===== src/rtl/fir_seq_pkg.sv =====
// fir_seq_pkg -- shared constants for the FIR command sequencer.
//   CMD_*          : 2-bit command codes driven on f_cmd
//   state_t        : sequencer FSM states
//   SHIFT_ADDR     : cw_addr value that targets the shift-amount register
//   STALL_CLR_ADDR : cw_addr value that clears stall_cnt (only meaningful
//                    when FIR_SEQ_STALLCNT_EN is defined)
package fir_seq_pkg;

    localparam logic [1:0] CMD_FIRST = 2'd0;
    localparam logic [1:0] CMD_MAC   = 2'd1;
    localparam logic [1:0] CMD_SHIFT = 2'd2;
    localparam logic [1:0] CMD_SEND  = 2'd3;

    localparam logic [6:0] SHIFT_ADDR     = 7'd127;
    localparam logic [6:0] STALL_CLR_ADDR = 7'd126;

    typedef enum logic [2:0] {
        ST_IDLE,
        ST_FIRST,
        ST_MAC,
        ST_SHIFT,
        ST_SEND
    } state_t;

endpackage


===== src/rtl/fir_seq_dline.sv =====
// fir_seq_dline -- circular sample delay line.
//   clk, rst      : clock, synchronous active-high clear of every entry
//   we/waddr/wdata: write port (one sample per cycle)
//   raddr/rdata   : asynchronous indexed read port
module fir_seq_dline #(
    parameter int DEPTH = 8,
    parameter int W     = 32,
    parameter int AW    = $clog2(DEPTH)
) (
    input  logic          clk,
    input  logic          rst,
    input  logic          we,
    input  logic [AW-1:0] waddr,
    input  logic [W-1:0]  wdata,
    input  logic [AW-1:0] raddr,
    output logic [W-1:0]  rdata
);

    logic [W-1:0] mem [DEPTH];

    always_ff @(posedge clk) begin
        if (rst) begin
            for (int i = 0; i < DEPTH; i++) mem[i] <= '0;
        end else if (we) begin
            mem[waddr] <= wdata;
        end
    end

    assign rdata = mem[raddr];

endmodule


===== src/rtl/fir_seq.sv =====
// fir_seq -- sequences one FIR output per accepted sample by issuing a
// contiguous burst of NTAPS+2 commands to an external filter datapath:
// first-mult, NTAPS-1 MACs, shift-round, send-and-clear.
// Ports:
//   clk, rst                 : clock, synchronous active-high reset
//   in_valid/in_data/in_ready: sample input handshake (ready only in IDLE)
//   cw_en/cw_addr/cw_data    : coefficient (0..NTAPS-1) / shift (127) writes
//   busy, cw_drop            : burst in progress, ignored-write pulse
//   f_push/f_cmd/f_q/f_h     : registered command stream to the filter
//   f_pushout/f_z            : filter result, re-timed onto out_valid/out_data
//   stall_cnt                : only with FIR_SEQ_STALLCNT_EN defined; counts
//                              cycles of in_valid & !in_ready, saturating,
//                              cleared by a write to address 126
module fir_seq
    import fir_seq_pkg::*;
#(
    parameter int NTAPS = 8
) (
    input  logic        clk,
    input  logic        rst,
    input  logic        in_valid,
    input  logic [31:0] in_data,
    output logic        in_ready,
    input  logic        cw_en,
    input  logic [6:0]  cw_addr,
    input  logic [31:0] cw_data,
    output logic        busy,
    output logic        cw_drop,
    output logic        f_push,
    output logic [1:0]  f_cmd,
    output logic [31:0] f_q,
    output logic [31:0] f_h,
    input  logic        f_pushout,
    input  logic [31:0] f_z,
    output logic        out_valid,
    output logic [31:0] out_data
`ifdef FIR_SEQ_STALLCNT_EN
    ,
    output logic [15:0] stall_cnt
`endif
);

    localparam int AW = $clog2(NTAPS);

    state_t        state, state_nxt;
    logic [AW-1:0] tap, tap_nxt;
    logic [AW-1:0] wptr;
    logic [AW-1:0] rd_idx;
    logic [AW:0]   rd_sum;
    logic [31:0]   rd_data;
    logic [31:0]   coef [NTAPS];
    logic [6:0]    shift_amt;

    logic          hs;
    logic          cw_coef, cw_shift, cw_clr, cw_ok;

    logic          push_nxt;
    logic [1:0]    cmd_nxt;
    logic [31:0]   q_nxt, h_nxt;

    assign in_ready = (state == ST_IDLE);
    assign busy     = ~in_ready;
    assign hs       = in_valid & in_ready;

    // Write decode: writes land only while idle and only at known addresses.
    assign cw_coef  = (cw_addr < 7'(NTAPS));
    assign cw_shift = (cw_addr == SHIFT_ADDR);
`ifdef FIR_SEQ_STALLCNT_EN
    assign cw_clr   = (cw_addr == STALL_CLR_ADDR);
`else
    assign cw_clr   = 1'b0;
`endif
    assign cw_ok    = cw_en & in_ready & (cw_coef | cw_shift | cw_clr);

    // Next state and tap index. tap holds the index of the beat currently
    // on the f_* outputs; tap_nxt is the one being prepared.
    always_comb begin
        state_nxt = state;
        tap_nxt   = tap;
        case (state)
            ST_IDLE: begin
                if (in_valid) begin
                    state_nxt = ST_FIRST;
                    tap_nxt   = '0;
                end
            end
            ST_FIRST: begin
                state_nxt = ST_MAC;
                tap_nxt   = AW'(1);
            end
            ST_MAC: begin
                if (tap == AW'(NTAPS - 1)) state_nxt = ST_SHIFT;
                else                       tap_nxt   = tap + AW'(1);
            end
            ST_SHIFT: state_nxt = ST_SEND;
            ST_SEND:  state_nxt = ST_IDLE;
            default:  state_nxt = ST_IDLE;
        endcase
    end

    // x[n-k] lives at wptr-1-k (wptr already advanced past x[n]); done as
    // wptr+NTAPS-1-k with one conditional subtract so any NTAPS works.
    always_comb begin
        rd_sum = {1'b0, wptr} + (AW+1)'(NTAPS - 1) - {1'b0, tap_nxt};
        if (rd_sum >= (AW+1)'(NTAPS)) rd_idx = AW'(rd_sum - (AW+1)'(NTAPS));
        else                          rd_idx = rd_sum[AW-1:0];
    end

    // Command for the next cycle, decoded from the next state so f_* are
    // plain flops. The first beat takes the sample straight from in_data
    // (not yet in the delay line) and forwards a coincident c[0] write.
    always_comb begin
        push_nxt = 1'b0;
        cmd_nxt  = CMD_FIRST;
        q_nxt    = '0;
        h_nxt    = '0;
        case (state_nxt)
            ST_FIRST: begin
                push_nxt = 1'b1;
                cmd_nxt  = CMD_FIRST;
                q_nxt    = in_data;
                h_nxt    = (cw_ok && cw_addr == 7'd0) ? cw_data : coef[0];
            end
            ST_MAC: begin
                push_nxt = 1'b1;
                cmd_nxt  = CMD_MAC;
                q_nxt    = rd_data;
                h_nxt    = coef[tap_nxt];
            end
            ST_SHIFT: begin
                push_nxt = 1'b1;
                cmd_nxt  = CMD_SHIFT;
                h_nxt    = {25'd0, shift_amt};
            end
            ST_SEND: begin
                push_nxt = 1'b1;
                cmd_nxt  = CMD_SEND;
            end
            default: ;
        endcase
    end

    always_ff @(posedge clk) begin
        if (rst) begin
            state <= ST_IDLE;
            tap   <= '0;
            wptr  <= '0;
        end else begin
            state <= state_nxt;
            tap   <= tap_nxt;
            if (hs) wptr <= (wptr == AW'(NTAPS - 1)) ? '0 : wptr + AW'(1);
        end
    end

    always_ff @(posedge clk) begin
        if (rst) begin
            for (int i = 0; i < NTAPS; i++) coef[i] <= '0;
            shift_amt <= '0;
            cw_drop   <= 1'b0;
        end else begin
            if (cw_ok && cw_coef)  coef[cw_addr[AW-1:0]] <= cw_data;
            if (cw_ok && cw_shift) shift_amt <= cw_data[6:0];
            cw_drop <= cw_en & ~cw_ok;
        end
    end

    always_ff @(posedge clk) begin
        if (rst) begin
            f_push    <= 1'b0;
            f_cmd     <= CMD_FIRST;
            f_q       <= '0;
            f_h       <= '0;
            out_valid <= 1'b0;
            out_data  <= '0;
        end else begin
            f_push    <= push_nxt;
            f_cmd     <= cmd_nxt;
            f_q       <= q_nxt;
            f_h       <= h_nxt;
            out_valid <= f_pushout;
            if (f_pushout) out_data <= f_z;
        end
    end

`ifdef FIR_SEQ_STALLCNT_EN
    always_ff @(posedge clk) begin
        if (rst || (cw_ok && cw_clr)) begin
            stall_cnt <= '0;
        end else if (in_valid && !in_ready && stall_cnt != 16'hFFFF) begin
            stall_cnt <= stall_cnt + 16'd1;
        end
    end
`endif

    fir_seq_dline #(
        .DEPTH (NTAPS),
        .W     (32),
        .AW    (AW)
    ) u_dline (
        .clk   (clk),
        .rst   (rst),
        .we    (hs),
        .waddr (wptr),
        .wdata (in_data),
        .raddr (rd_idx),
        .rdata (rd_data)
    );

endmodule


===== config.mk =====
export PLATFORM = sky130hd
export DESIGN_NAME = fir_seq
export DESIGN_NICKNAME = d
export VERILOG_FILES = /design/src/rtl/fir_seq_pkg.sv /design/src/rtl/fir_seq_dline.sv /design/src/rtl/fir_seq.sv
export SDC_FILE = /design/constraint.sdc
export NUM_CORES = 1
export LEC_CHECK = 0
export CORE_ASPECT_RATIO = 0.75
export CORE_MARGIN = 2
export CORE_UTILIZATION = 33
export DETAILED_ROUTE_END_ITERATION = 8
export GPL_TIMING_DRIVEN = 0
export PLACE_DENSITY = 0.52
export SYNTH_ARGS = -nofsm -noshare
export SYNTH_HDL_FRONTEND = slang
export SYNTH_SLANG_ARGS = --single-unit

===== constraint.sdc =====
create_clock -name clk -period 5.9 [get_ports clk]
set_input_delay 1.475 -clock clk [delete_from_list [all_inputs] [get_ports clk]]
set_output_delay 1.475 -clock clk [all_outputs]
set_load 0.05 [all_outputs]

### Word-level counts from Yosys, hierarchy flattened

Memories as Yosys holds them, arrays and structs flattened.
Index checks and enable logic that the tools add are counted.

| cells by class | value |
|---|---|
| $add $sub $neg | 5 |
| order comparisons | 2 |
| equality and inequality tests | 10 |
| multiplexer cells | 27 |
| bitwise logic cells | 7 |
| reductions and logical operators | 8 |

Operator list:

| kind | count |
|---|---|
| $mux W32 | 3 |
| $pmux W32 S3 | 1 |
| $pmux W32 S2 | 1 |
| $reduce_or A32 Y1 | 2 |
| $mux W3 | 8 |
| $eq A3 B2 Y1 const B | 4 |
| $pmux W3 S4 | 1 |
| $mux W1 | 11 |
| $eq A3 B3 Y1 const B | 3 |
| $pmux W3 S3 | 1 |
| $eq A7 B7 Y1 const B | 1 |
| $logic_not A7 Y1 | 1 |
| $lt A7 B4 Y1 const B | 1 |
| $add A3 B1 Y3 const B | 2 |
| $eq A3 B1 Y1 const B | 2 |
| $pmux W2 S3 | 1 |
| $add A3 B3 Y4 const B | 1 |
| $and A1 B1 Y1 | 4 |
| $ge A4 B4 Y1 const B | 1 |
| $reduce_or A4 Y1 | 1 |
| $sub A4 B3 Y4 | 1 |
| $logic_and A1 B1 Y1 | 3 |
| $logic_not A3 Y1 | 1 |
| $sub A3 B1 Y3 const B | 1 |
| 2 further kinds | 3 |

| storage, ports and cells | value |
|---|---|
| bits in registers | 117 |
| bits in writable memories | 512 |
| input bits | 108 |
| output and inout bits | 103 |
| logic and storage cells | 72 |
| memories kept | 2 |

Memories:

| memory | depth | width | read ports | clocked after memory_dff | write ports | line | RTL |
|---|---|---|---|---|---|---|---|
| coef | 8 | 32 | 2 | 0 | 8 | fir_seq.sv:51 | `logic [31:0] coef [NTAPS];` |
| u_dline.mem | 8 | 32 | 1 | 0 | 8 | fir_seq_dline.sv:19 | `logic [W-1:0] mem [DEPTH];` |

### Logic depth before layout (Yosys ltp)

| logic depth | value |
|---|---|
| word-level depth | 9 |
| mapped depth | 17 |

### Cells and area by module

A second synthesis with hierarchy kept.

| second synthesis, totals | value |
|---|---|
| cells, all modules | 2004 |
| area, all modules | 27874.2 µm² |

By module, submodules not included:

| module | times used | cells an instance | area each (µm²) | seq. area each (µm²) |
|---|---|---|---|---|
| fir_seq | 1 | 1275 | 16231.8 | 10029.6 |
| fir_seq_dline | 1 | 729 | 11642.4 | 7687.4 |

### Worst setup path before layout

OpenSTA, ideal clock, no wires.

| path | value |
|---|---|
| path type | input-to-reg |
| start point | input in_valid |
| end point | register f_q[10] |
| library setup time | 0.117 ns |
| arrival | 4.565 ns |
| required time | 5.783 ns |
| setup slack | 1.218 ns |
| cell stages on the path | 13 |
| path buffers | 3 |
| cells stage by stage | nor2_1 -> o22a_1 -> a211oi_4 -> clkbuf_1 -> buf_1 -> nand2_1 -> fa_1 -> xor2_1 -> xnor2_1 -> nor2b_1 -> clkbuf_1 -> a32oi_1 -> a32o_1 |

| on the way | value |
|---|---|
| longest elaborated chain between the ends | 7 |
| elaborated cells on any way between the ends | 12 |
| those cells by class | add/sub: 2; order compare: 1; eq/ne: 2; mux: 6; memory: 1 |

RTL lines:

| item | line | RTL |
|---|---|---|
| start: declaration | fir_seq.sv:21 | `input logic in_valid,` |
| $mux W3 | fir_seq.sv:82 | `if (in_valid) begin` |
| $pmux W3 S3 | fir_seq.sv:80 | `case (state)` |
| $sub A4 B3 Y4 | fir_seq.sv:104 | `rd_sum = {1'b0, wptr} + (AW+1)'(NTAPS - 1) - {1'b0, tap_nxt};` |
| $ge A4 B4 Y1 / $sub A3 B1 Y3 (equally long branches) | fir_seq.sv:105 | `if (rd_sum >= (AW+1)'(NTAPS)) rd_idx = AW'(rd_sum - (AW+1)'(NTAPS));` |
| $mux W3 | fir_seq.sv:105 |  |
| $mem_v2 Z8 W32 | -- |  |
| $pmux W32 S2 (*) | fir_seq.sv:117 | `case (state_nxt)` |
| end signal: assignment | fir_seq.sv:178 | `f_q <= q_nxt;` |
| end: declaration | fir_seq.sv:31 | `output logic [31:0] f_q,` |

Every way passes the cells marked *; elsewhere a longest branch is shown, timed or not.
A chain may end at the register's enable or synchronous reset.

### Worst setup path in the final report

| path | value |
|---|---|
| start point | input in_valid |
| end point | register f_q[23] |

| on the way | value |
|---|---|
| longest elaborated chain between the ends | 7 |
| elaborated cells on any way between the ends | 12 |
| those cells by class | add/sub: 2; order compare: 1; eq/ne: 2; mux: 6; memory: 1 |

RTL lines:

| item | line | RTL |
|---|---|---|
| $mux W3 (*) | fir_seq.sv:82 |  |
| $pmux W3 S3 (*) | fir_seq.sv:80 |  |
| net tap_nxt[1] | fir_seq.sv:46 | `logic [AW-1:0] tap, tap_nxt;` |
| $sub A4 B3 Y4 (*) | fir_seq.sv:104 |  |
| $ge A4 B4 Y1 / $sub A3 B1 Y3 (equally long branches) | fir_seq.sv:105 |  |
| $mux W3 (*) | fir_seq.sv:105 |  |
| $mem_v2 Z8 W32 (*) | -- |  |
| $pmux W32 S2 (*) | fir_seq.sv:117 |  |

Mark *: on every way through the listed nets, which the timed path passes. The rest lies on a longest branch.

==> results list <==
* Result of the run: complete, no violations
* Register clock-pin slew on the reported worst setup and hold paths: 0.06 ns
- CTS H-tree depth: 3
* Relative slew slack: 10.04%
- Die span in y: 254.1 um
- The floorplan step set the die width to 337.4 um.
* Layout Area Growth over Synthesis: 20.85%
- TritonCTS clock tree: yes
- For this block, the via count after detailed routing is 19,542.
- Count of warnings emitted by yosys: 0
* Startpoint of the worst-slack reg-to-reg timing path: tap[0]
- Ratio of final minimum period to clock period: 95.54%
- Dividing total power by cell area gives a power density of 324.8 mW/mm2.
- Layout net count: 2,768
- STA classifies the critical path startpoint as a primary input.
* Fraction of layout cells with a size suffix above 1: 5.312%
- Setup violations remaining at the end of the flow were counted as 0.
- Post-synthesis instance total: 2,373
- The floorplan has 91 rows.
* HPWL reported at the end of detailed placement: 57,300 um
* Slew at the pin closest to its max-slew limit: 1.339 ns
- Synthesized cell area: 0.02751 mm2
- Post-Route WL: 84,380 um
- The first detailed-routing pass ran for 5 iterations.
- Seq/Total Area, Yosys: 64.39%
- After synthesis, the netlist uses 50 different library cells.
- Area of the placeable core: 0.08243 mm2
- CTS max path bufs: 3
- The number of setup buffers added after CTS is 0.
* Num Clock Sinks: 629
- After layout, the minimum clock period comes to 5.637 ns.
- Root Driver: sky130_fd_sc_hd__clkbuf_16
- Count of pins on the block boundary: 211
- In the global route stage, overall resource usage came out at 19.59%.
- Worst clock skew on the final layout: 0.02862 ns
- Setup repair after global routing left no endpoint under its margin.
- Including well taps, the total number of placed cells is 3,701.
- The die covers 0.08573 mm2.
- Routed wire length per instance: 22.03 um
- In this run, the number of DRC markers left after iteration 0 of detailed routing was 1,688.
* Worst Setup SP: in_valid
- Achievable clock frequency: 0.1774 GHz
* Critical-path maximum fanout: 10
- Max_cap viols: 0
- Vias in the first global route: 19,169
- Per-instance average area after synthesis: 11.59 um2
* Clock insertion delay at the later pin of the skew report: 0.62 ns
- The final hold violation count was 0.
- The number of max-slew violations in the final report came to 0.
* Number of buffers inserted by port buffering: 208
- In the routed layout, each cell is associated on average with a via count of 5.101.
- Most common flop cell mapped by yosys: sky130_fd_sc_hd__edfxtp_1
- Required time worst endpoint: 6.38 ns
* Worst ir drop on vdd: 0.0001977 V
* Leakage Power: 12.53 nW
* Final Instance Count excl. Fillers: 3,831
* Starting density of the core: 33.38%
* Antenna violations before repair: 4
* Synthesized Nets: 2,485
* Hold crit path type: flop to flop
- After synthesis, the share of flip-flops with an asynchronous set or reset is 0%.
- Adding up every negative setup slack in the final design gives 0 ns.
- Entering global routing, the biggest net connects 33 pins.
- Remaining Overflow, GRT: 0
* Clock buffers created by TritonCTS: 69
- In this run the most critical hold path is launched from out_data[25].
- The first global-routing pass estimated 123,900 um of wire.
* Drc violations: 0
- The worst setup path is captured at a flop.
- Global placer's final weighted congestion: 0.8402
- Number of enable-type register cells in the synthesized netlist: 512
- Data arrival time at the worst-slack endpoint: 6.12 ns
- Post-synthesis register bit count: 629
- Kind of critical path: primary input to flop
* Post-detailed-route count of antenna-violating nets: 0
## final timing paths
kind | to | cells after the start | slack [ns]
worst max register to register | f_q[23] | 16 | 0.65
worst max-delay path | f_q[23] | 15 | 0.26
worst min-delay path | out_data[25] | 2 | 0.50
worst min register to register | out_data[25] | 2 | 0.50
## repair_timing
| item | CTS | global route |
|---|---|---|
| pin swaps | 0 | 0 |
| endpoints found under the setup margin | 31 | 19 |
| resized for setup | 4 | 7 |
| hold buffers | 0 | 0 |
## per-stage QoR
stage,area (um2),hold slack [ns],util (%),setup slack (ns),total power [W]
3_5_place_dp,31060,0.4833,37.68,-1.173,0.006671
6_report,33250,0.5003,40.34,0.2632,0.01080
4_1_cts,33230,0.5015,40.32,0.05354,0.01088
5_1_grt,33240,0.5298,40.32,0.06910,0.01117
3_3_place_gp,30990,0.4714,37.60,-1.043,0.006639
2_1_floorplan,27510,0.4607,-,1.218,0.006001
## registers in the layout (all words and copies together), names as in the netlist
register,cells
wptr,3
f_cmd,2
f_q,32
u_dline.mem,256
cw_drop,1
f_h,32
f_push,1
out_valid,1
coef,256
tap,3
out_data,32
state,3
shift_amt,7
## Yosys cell counts, types with 2 or more instances
library cell	number	share of area, %
sky130_fd_sc_hd__nor4_1	4	0.091
sky130_fd_sc_hd__a221o_1	7	0.25
sky130_fd_sc_hd__xnor2_1	2	0.064
sky130_fd_sc_hd__nor2b_1	5	0.11
sky130_fd_sc_hd__mux2i_1	103	3.7
sky130_fd_sc_hd__or3_1	2	0.045
sky130_fd_sc_hd__buf_2	11	0.20
sky130_fd_sc_hd__and2_1	516	12
sky130_fd_sc_hd__or2_2	16	0.36
sky130_fd_sc_hd__dfxtp_1	117	8.5
sky130_fd_sc_hd__and3b_1	2	0.064
sky130_fd_sc_hd__o21ai_0	9	0.16
sky130_fd_sc_hd__nor3b_1	4	0.11
sky130_fd_sc_hd__nand2b_1	5	0.11
sky130_fd_sc_hd__nor2_1	64	0.87
sky130_fd_sc_hd__clkbuf_1	139	1.9
sky130_fd_sc_hd__a21oi_1	24	0.44
sky130_fd_sc_hd__inv_1	3	0.041
sky130_fd_sc_hd__a31oi_1	8	0.18
sky130_fd_sc_hd__a32o_1	32	1.2
sky130_fd_sc_hd__o211ai_1	82	2.2
sky130_fd_sc_hd__nand4_1	3	0.068
sky130_fd_sc_hd__o21a_1	3	0.082
sky130_fd_sc_hd__buf_1	13	0.18
sky130_fd_sc_hd__nor3_1	9	0.16
sky130_fd_sc_hd__buf_4	4	0.11
sky130_fd_sc_hd__ha_1	3	0.14
sky130_fd_sc_hd__a32oi_1	32	1.0
sky130_fd_sc_hd__edfxtp_1	512	56
sky130_fd_sc_hd__nand2_1	432	5.9
sky130_fd_sc_hd__nand3_1	188	3.4
## cell families (layout without fill, tap and decap cells)
kind of cell | count (synthesis) | count (layout) | synth area share (%)
compound gates | 205 | 205 | 5.803
xor+xnor | 4 | 4 | 0.1546
fa+ha+maj | 4 | 4 | 0.2092
buf+inv | 171 | 509 | 2.437
flops | 629 | 629 | 64.39
mux | 103 | 103 | 3.747
other cells | 0 | 4 | 0
simple gates | 1257 | 1257 | 23.26
## worst max-delay path, cell delays in order
cell	delay, ns
sky130_fd_sc_hd__clkdlybuf4s50_1	0.56
sky130_fd_sc_hd__nor2_1	0.08
sky130_fd_sc_hd__nor3_1	0.19
sky130_fd_sc_hd__o21a_1	0.16
sky130_fd_sc_hd__clkbuf_1	0.24
sky130_fd_sc_hd__clkinv_1	0.19
sky130_fd_sc_hd__clkbuf_1	0.37
sky130_fd_sc_hd__clkbuf_1	0.45
sky130_fd_sc_hd__fa_1	0.50
sky130_fd_sc_hd__xor2_1	0.16
sky130_fd_sc_hd__xnor2_1	0.45
sky130_fd_sc_hd__nor2b_2	0.45
sky130_fd_sc_hd__clkbuf_2	0.38
sky130_fd_sc_hd__a32oi_1	0.12
sky130_fd_sc_hd__a32o_1	0.33
## area by class of cell
type,count,area [um2]
Fill cell,7909,49180
Sequential cell,629,17720
Buffer,167,664.4
Multi-Input combinational cell,1573,9153
Clock inverter,29,242.7
Clock buffer,97,1924
Tap cell,1116,1396
Inverter,4,15.01
Timing Repair Buffer,212,2128
Antenna cell,4,10.01
## cell usage in the layout, fill, tap and decap left out, types with 9 or more instances in the layout
cell                              count
sky130_fd_sc_hd__o21ai_0              9
sky130_fd_sc_hd__nand3_1            188
sky130_fd_sc_hd__buf_1               12
sky130_fd_sc_hd__nor2_1              64
sky130_fd_sc_hd__clkdlybuf4s50_1    208
sky130_fd_sc_hd__a32o_1              32
sky130_fd_sc_hd__clkinv_2             9
sky130_fd_sc_hd__buf_2               12
sky130_fd_sc_hd__nor3_1               9
sky130_fd_sc_hd__o211ai_1            82
sky130_fd_sc_hd__mux2i_1            103
sky130_fd_sc_hd__clkinv_1            12
sky130_fd_sc_hd__clkbuf_1           154
sky130_fd_sc_hd__and2_1             516
sky130_fd_sc_hd__a32oi_1             32
sky130_fd_sc_hd__nand2_1            432
sky130_fd_sc_hd__a21oi_1             24
sky130_fd_sc_hd__clkbuf_16           71
sky130_fd_sc_hd__dfxtp_1            117
sky130_fd_sc_hd__or2_2               16
sky130_fd_sc_hd__edfxtp_1           512
## power by group
group	internal (W)	total, W	switching [W]	leakage (nW)
clock	0.00242	0.00421	0.00180	1.06
sequential	0.00500	0.00507	0.0000671	6.26
combinational	0.000436	0.00152	0.00108	5.22
total	0.00785	0.0108	0.00295	12.5
## per-layer routing
layer / GRT usage [%] / up-vias / routed length [um]
met5: 0 / - / 0
met4: 5.105 / 0 / 1739
met3: 3.640 / 115 / 6106
met2: 28.79 / 744 / 36410
met1: 29.44 / 9752 / 40130
li1: - / 8931 / -
Power figures use the tool's default switching activity.
